### config.mk
export PLATFORM = sky130hd
export DESIGN_NAME = exc_collector
export DESIGN_NICKNAME = d
export VERILOG_FILES = /design/src/rtl/exc_collector_pkg.sv /design/src/rtl/exc_align_check.sv /design/src/rtl/exc_collector.sv
export SDC_FILE = /design/constraint.sdc
export NUM_CORES = 1
export LEC_CHECK = 0
export ABC_AREA = 1
export CAP_MARGIN = 20
export CORE_MARGIN = 4
export CORE_UTILIZATION = 50
export CTS_CLUSTER_DIAMETER = 30
export DETAILED_ROUTE_END_ITERATION = 10
export PLACE_DENSITY = 0.95
export SYNTH_ARGS = -nofsm -noshare
export SYNTH_HDL_FRONTEND = slang
export SYNTH_SLANG_ARGS = --single-unit
### constraint.sdc
create_clock -name clk -period 2.4 [get_ports clk]
set_input_delay 0.48 -clock clk [delete_from_list [all_inputs] [get_ports clk]]
set_output_delay 0.48 -clock clk [all_outputs]
set_load 0.1 [all_outputs]
### src/rtl/exc_collector_pkg.sv
// Shared definitions for the exception collector: exception-vector bit
// positions, memory access-size encodings and the redirect FSM states.
package exc_collector_pkg;

  localparam int EXC_ADEL_IF = 31;
  localparam int EXC_RI      = 30;
  localparam int EXC_OV      = 29;
  localparam int EXC_TR      = 28;
  localparam int EXC_SYS     = 27;
  localparam int EXC_ADEL_LD = 26;
  localparam int EXC_ADES_ST = 25;
  localparam int EXC_INT     = 1;
  localparam int EXC_ERET    = 0;

  localparam logic [1:0] SIZE_BYTE = 2'd0;
  localparam logic [1:0] SIZE_HALF = 2'd1;
  localparam logic [1:0] SIZE_WORD = 2'd2;

  typedef enum logic {
    RUN   = 1'b0,
    REDIR = 1'b1
  } redir_state_e;

  // True when the low address bits violate the natural alignment of the access.
  function automatic logic is_misaligned(input logic [1:0] size, input logic [1:0] addr_lo);
    is_misaligned = ((size == SIZE_HALF) && addr_lo[0]) ||
                    ((size == SIZE_WORD) && (addr_lo != 2'b00));
  endfunction

endpackage

### src/rtl/exc_align_check.sv
// Combinational alignment check for the EX-stage memory access; flags a
// misaligned load or store.
module exc_align_check
  import exc_collector_pkg::*;
(
  input  logic       mem_rd_i,
  input  logic       mem_wr_i,
  input  logic [1:0] mem_size_i,
  input  logic [1:0] addr_lo_i,
  output logic       load_fault_o,
  output logic       store_fault_o
);

  logic misaligned;

  assign misaligned    = is_misaligned(mem_size_i, addr_lo_i);
  assign load_fault_o  = mem_rd_i & misaligned;
  assign store_fault_o = mem_wr_i & misaligned;

endmodule

### src/rtl/exc_collector.sv
// Carries per-stage exception flags through ID/EX/MEM to CP0 and turns the CP0
// flush pulse into a pipeline flush plus a valid/ready redirect to fetch.
// Optional interrupt sampling on bit 1 is enabled by defining EXC_INT_SAMPLE_EN.
module exc_collector
  import exc_collector_pkg::*;
#(
  parameter int DATA_W = 32,
  parameter int EXC_W  = 32
) (
  input  logic              clk,
  input  logic              rst,
  input  logic              stall_i,
  input  logic [DATA_W-1:0] if_pc_i,
  input  logic              if_valid_i,
  input  logic              id_ri_i,
  input  logic              id_sys_i,
  input  logic              id_eret_i,
  input  logic              id_branch_i,
  input  logic              ex_ov_i,
  input  logic              ex_trap_i,
  input  logic              ex_mem_rd_i,
  input  logic              ex_mem_wr_i,
  input  logic [1:0]        ex_mem_size_i,
  input  logic [DATA_W-1:0] ex_mem_addr_i,
  input  logic              cp0_flush_i,
  input  logic [DATA_W-1:0] cp0_return_pc_i,
  output logic [EXC_W-1:0]  exception_type_o,
  output logic [DATA_W-1:0] pc_o,
  output logic [DATA_W-1:0] exception_addr_o,
  output logic              in_delayslot_o,
  output logic              flush_pipe_o,
  output logic              redirect_valid_o,
  output logic [DATA_W-1:0] redirect_pc_o,
  input  logic              redirect_ready_i
`ifdef EXC_INT_SAMPLE_EN
  ,
  input  logic [5:0]        int_i,
  input  logic [7:0]        status_im_i,
  input  logic              status_ie_i,
  input  logic              status_exl_i
`endif
);

  typedef struct packed {
    logic              valid;
    logic [DATA_W-1:0] pc;
    logic [EXC_W-1:0]  exc;
    logic              ds;
  } stage_t;

  stage_t            id_q, id_d, ex_q, ex_d, mem_q, mem_d;
  logic [DATA_W-1:0] mem_badaddr_q, mem_badaddr_d;
  logic              ds_pending_q, ds_pending_d;
  redir_state_e      state_q;
  logic [DATA_W-1:0] ret_pc_q;

  logic              flush;
  logic              ds_now;
  logic              ld_fault, st_fault;
  logic [EXC_W-1:0]  id_flags, ex_flags, int_vec, mem_exc;

  // Flush covers the pulse cycle itself and every cycle spent waiting in REDIR.
  assign flush        = cp0_flush_i | (state_q == REDIR);
  assign flush_pipe_o = flush;

  exc_align_check u_align (
    .mem_rd_i      (ex_mem_rd_i),
    .mem_wr_i      (ex_mem_wr_i),
    .mem_size_i    (ex_mem_size_i),
    .addr_lo_i     (ex_mem_addr_i[1:0]),
    .load_fault_o  (ld_fault),
    .store_fault_o (st_fault)
  );

  always_comb begin
    id_flags            = '0;
    id_flags[EXC_RI]    = id_ri_i;
    id_flags[EXC_SYS]   = id_sys_i;
    id_flags[EXC_ERET]  = id_eret_i;
    if (!id_q.valid) id_flags = '0;

    ex_flags              = '0;
    ex_flags[EXC_OV]      = ex_ov_i;
    ex_flags[EXC_TR]      = ex_trap_i;
    ex_flags[EXC_ADEL_LD] = ld_fault;
    ex_flags[EXC_ADES_ST] = st_fault;
    if (!ex_q.valid) ex_flags = '0;
  end

  // A branch currently in ID makes the next fetched instruction its delay slot,
  // even when that instruction enters ID on the very edge the branch leaves.
  assign ds_now = ds_pending_q | (id_q.valid & id_branch_i);

  always_comb begin
    id_d          = id_q;
    ex_d          = ex_q;
    mem_d         = mem_q;
    mem_badaddr_d = mem_badaddr_q;
    ds_pending_d  = ds_pending_q;
    if (flush) begin
      id_d.valid   = 1'b0;
      id_d.exc     = '0;
      ex_d.valid   = 1'b0;
      ex_d.exc     = '0;
      mem_d.valid  = 1'b0;
      mem_d.exc    = '0;
      ds_pending_d = 1'b0;
    end else if (!stall_i) begin
      id_d.valid            = if_valid_i;
      id_d.pc               = if_pc_i;
      id_d.exc              = '0;
      id_d.exc[EXC_ADEL_IF] = if_valid_i & (if_pc_i[1:0] != 2'b00);
      id_d.ds               = if_valid_i & ds_now;
      ds_pending_d          = if_valid_i ? 1'b0 : ds_now;

      ex_d     = id_q;
      ex_d.exc = id_q.exc | id_flags;

      mem_d         = ex_q;
      mem_d.exc     = ex_q.exc | ex_flags;
      mem_badaddr_d = ex_mem_addr_i;
    end
  end

  always_ff @(posedge clk) begin
    if (rst) begin
      id_q          <= '0;
      ex_q          <= '0;
      mem_q         <= '0;
      mem_badaddr_q <= '0;
      ds_pending_q  <= 1'b0;
    end else begin
      id_q          <= id_d;
      ex_q          <= ex_d;
      mem_q         <= mem_d;
      mem_badaddr_q <= mem_badaddr_d;
      ds_pending_q  <= ds_pending_d;
    end
  end

`ifdef EXC_INT_SAMPLE_EN
  logic [5:0] int_sync1_q, int_sync2_q;

  always_ff @(posedge clk) begin
    if (rst) begin
      int_sync1_q <= '0;
      int_sync2_q <= '0;
    end else begin
      int_sync1_q <= int_i;
      int_sync2_q <= int_sync1_q;
    end
  end

  always_comb begin
    int_vec          = '0;
    int_vec[EXC_INT] = status_ie_i & ~status_exl_i & (|(int_sync2_q & status_im_i[7:2]));
  end
`else
  assign int_vec = '0;
`endif

  assign mem_exc          = mem_q.exc | int_vec;
  assign exception_type_o = mem_q.valid ? mem_exc : '0;
  assign pc_o             = mem_q.valid ? mem_q.pc : '0;
  assign in_delayslot_o   = mem_q.valid & mem_q.ds;

  always_comb begin
    exception_addr_o = '0;
    if (mem_q.valid) begin
      if (mem_q.exc[EXC_ADEL_LD] || mem_q.exc[EXC_ADES_ST]) exception_addr_o = mem_badaddr_q;
      else if (mem_q.exc[EXC_ADEL_IF])                       exception_addr_o = mem_q.pc;
    end
  end

  // A new flush pulse while already redirecting retargets the pending redirect.
  always_ff @(posedge clk) begin
    if (rst) begin
      state_q  <= RUN;
      ret_pc_q <= '0;
    end else begin
      case (state_q)
        RUN: begin
          if (cp0_flush_i) begin
            ret_pc_q <= cp0_return_pc_i;
            state_q  <= REDIR;
          end
        end
        REDIR: begin
          if (cp0_flush_i)           ret_pc_q <= cp0_return_pc_i;
          else if (redirect_ready_i) state_q  <= RUN;
        end
        default: state_q <= RUN;
      endcase
    end
  end

  assign redirect_valid_o = (state_q == REDIR);
  assign redirect_pc_o    = (state_q == REDIR) ? ret_pc_q : '0;

endmodule
==> results.md <==
* Top Ports at between 200 and 250
* Synth area leader: dfxtp_1
* Gate power share at 0.151
* H-tree levels at 4
* Main flop type after synthesis: dfxtp_1
* Top cells by count, synth: 396 x nor2_1, 181 x dfxtp_1, 164 x o21ai_0, 107 x nand2_1, 85 x inv_1
* Post-synth EDFFs at 0
* Cell area after synthesis at between 0.007 and 0.008 mm^2
* Cell family with most CP delay: buffers and inverters
* CP max stage delay at ~0.4 ns
* YS warnings at 0
* Sw frac at 0.284
* Count of final setup violators at 0
* Global-route wire length before repair at about 36000 um
* Max VDD drop at between 400 and 500 uV
* Root buf cell: clkbuf_16
* Gate Count Post-Synth at 1089
* Drt wl/cell at ~16 um
* Vias post-DR at between 7k and 8k
* Syn_area_per_cell at 6.85 um^2
* FFs w/ async S/R, synth at 0
* Synth unique cells at 19
* Fmax at roughly 450 MHz
* Starting DRT DRC Count at ~530
* Total track usage at 0.270
* Pwr dens at 617 mW/mm^2
* Initial antenna violation count at 1
* Core Footprint at about 0.015 mm^2
* MaxCap Viol Count at 0
* Overall Power at approximately 0.0071 W
* Synth area leaders: dfxtp_1 49%, nor2_1 20%, o21ai_0 11%
* Slowest CP cell: dfxtp_1
* Unrepaired setup endpoints after global routing: no
* Clk sinks at 181
* CP Cell Sequence: nor2_4 > nor2_2 > buf_12 > a21oi_1 > nor2_2 > buf_12
* # DRC at 0
* Pleak at ~5.2 nW
* Worst hold stages at 2
* Number of port buffers at ~220
* Worst setup EP type: output pin
* Setup bufs post-CTS at 0
* Worst slew pin tran at slightly above 0.7 ns
* Clock Path Buffers at 2
* Clock latency on the worst-skew pair at ~0.43 ns
* CTS Buf Count at 17
* Die Height at around 130 um
* Layout Nets at ~1.4k
* Crit-path max FO at 32
* Fin crit share at 0.935
* Slew headroom at 0.521
* CP Class: register to output pin
* Vias in the first global route at about 7.4k
* Seq/Total Area, Yosys at 0.485
* Worst EP required at roughly 1.9 ns
* R2R Setup Slk at ~0.6 ns
* Pre-Repair DR Iteration Count at 7
* Status: completed
* Reg power frac at 0.469
* Total detailed-routing wirelength at 23300 um
* Fraction of layout cells with a size suffix above 1 at 0.153
* Top-count cell post-synth: nor2_1
* Worst clock skew at about 0.0053 ns
* Post-route ant nets at 0
* Min Tclk post-route at 2.24 ns
* CTS clk-pin slew, worst paths at 0.07 ns
* Final hold vios at 0
* Clock power share at 0.380
* # rows at 44
* Sw Pwr at 0.00201 W
* R2R depth at 5
* Worst hold path class: register to register
* Setup slack after layout at 0.156 ns
* CP Depth at 6
* CTS tree: yes
* Initial Utilization at 0.512
* Die ar. at roughly 0.017 mm^2
* GP Congestion at ~0.86
* Fin. max-slew vios at 0
* Die width at roughly 130 um
* Arr. time, crit path at about 1.8 ns
* Synthesized flop and latch total at 181
* Synth top area share at 0.485
* Area delta synth->final at 53.3%
* Total grt overflow at 0
* Setup tns final at 0 ns
* Final HPWL DP at 16300 um
* Antenna cells at 0
* Vias/cell at between 5 and 6
* Setup crit start kind: register
* Worst Path Buf+Inv at 2
* Largest net degree at the start of global routing at 113
* Placement Setup Slack at between 0.3 and 0.4 ns
* Internal at between 0.005 and 0.006 W
-- sequential cells by signal, summed over array words and instances (netlist names) --
register / count
ds_pending_q: 1
ex_q: 38
id_q: 35
mem_badaddr_q: 32
mem_exc: 8
mem_q: 34
redirect_valid_o: 1
ret_pc_q: 32
-- final timing paths --
| path | to | from |
|---|---|---|
| setup / recovery | exception_addr_o[31] | mem_exc[25] |
| hold / removal | mem_exc[30] | ex_q[31] |
| setup reg to reg | mem_badaddr_q[31] | redirect_valid_o |
| hold reg to reg | mem_exc[30] | ex_q[31] |
-- cells by family (layout without fill, tap and decap cells) --
group | Yosys count | count (layout) | share of synthesized area
AND/OR/NAND/NOR | 509 | 509 | 0.259
flip-flops | 181 | 181 | 0.485
AO/OA/AOI/OAI | 214 | 214 | 0.144
other | 1 | 24 | 0.000502
buffers and inverters | 184 | 355 | 0.111
-- area by class of cell --
cell class,count,area [um^2]
Clock inverter,13,121
Clock buffer,19,443
Inverter,88,335
Timing Repair Buffer,235,3460
Tap cell,184,230
Multi-Input combinational cell,747,3220
Sequential cell,181,3630
Fill cell,866,3150
-- routing by layer --
layer  GRT usage  wire length, um
met1       0.296             8560
met4       0.117              824
met2       0.475            11800
met5           0               13
met3      0.0905             2110
-- through the flow --
stage	instances	instance area [um^2]	utilization	hold slack [ns]
2_1_floorplan	1112	7680	-	0.436
3_3_place_gp	1435	10900	0.745	0.448
3_5_place_dp	1435	10900	0.745	0.455
4_1_cts	1467	11400	0.784	0.464
5_1_grt	1467	11400	0.784	0.490
6_report	1467	11400	0.784	0.466
-- placed cells by master, fill, tap and decap left out --
cell,Yosys,routed
nor2_1,396,362
dfxtp_1,181,179
o21ai_0,164,164
buf_12,0,113
clkdlybuf4s50_1,0,111
nand2_1,107,107
inv_1,85,85
a21oi_1,49,49
nor2_2,0,25
conb_1,1,24
clkbuf_16,0,17
nor2_4,1,10
buf_4,26,10
inv_6,0,4
nand3_1,3,3
clkinv_4,0,3
clkinv_2,0,3
inv_4,0,2
clkinvlp_4,0,2
dfxtp_2,0,2
inv_2,2,1
nand2_4,1,1
nor3_1,1,1
a211oi_1,1,1
clkbuf_8,0,1
clkbuf_1,37,1
bufinv_16,0,1
buf_6,1,1
-- worst min-delay path: cells and delay by family (launching register included) --
family	cells	cell delay (ns)
compound gates	1	0.05
flops	1	0.31
simple gates	1	0.06
-- power groups by stage --
stage | registers, W | logic, W | clock network (W)
floorplan | 0.00333 | 0.000711 | 0
global placement | 0.00336 | 0.00101 | 0
detailed placement | 0.00337 | 0.00105 | 0
CTS | 0.00331 | 0.00106 | 0.00270
global route | 0.00333 | 0.00115 | 0.00283
finish | 0.00331 | 0.00106 | 0.00268
-- what timing repair did --
| action | 4_1_cts | 5_1_grt |
|---|---|---|
| endpoints found under the hold margin | 0 | 0 |
| setup endpoints to repair | 0 | 1 |
| gates resized for setup | 0 | 1 |
| hold buffers | 0 | 0 |
No activity file was read; power rests on OpenSTA's default activity.
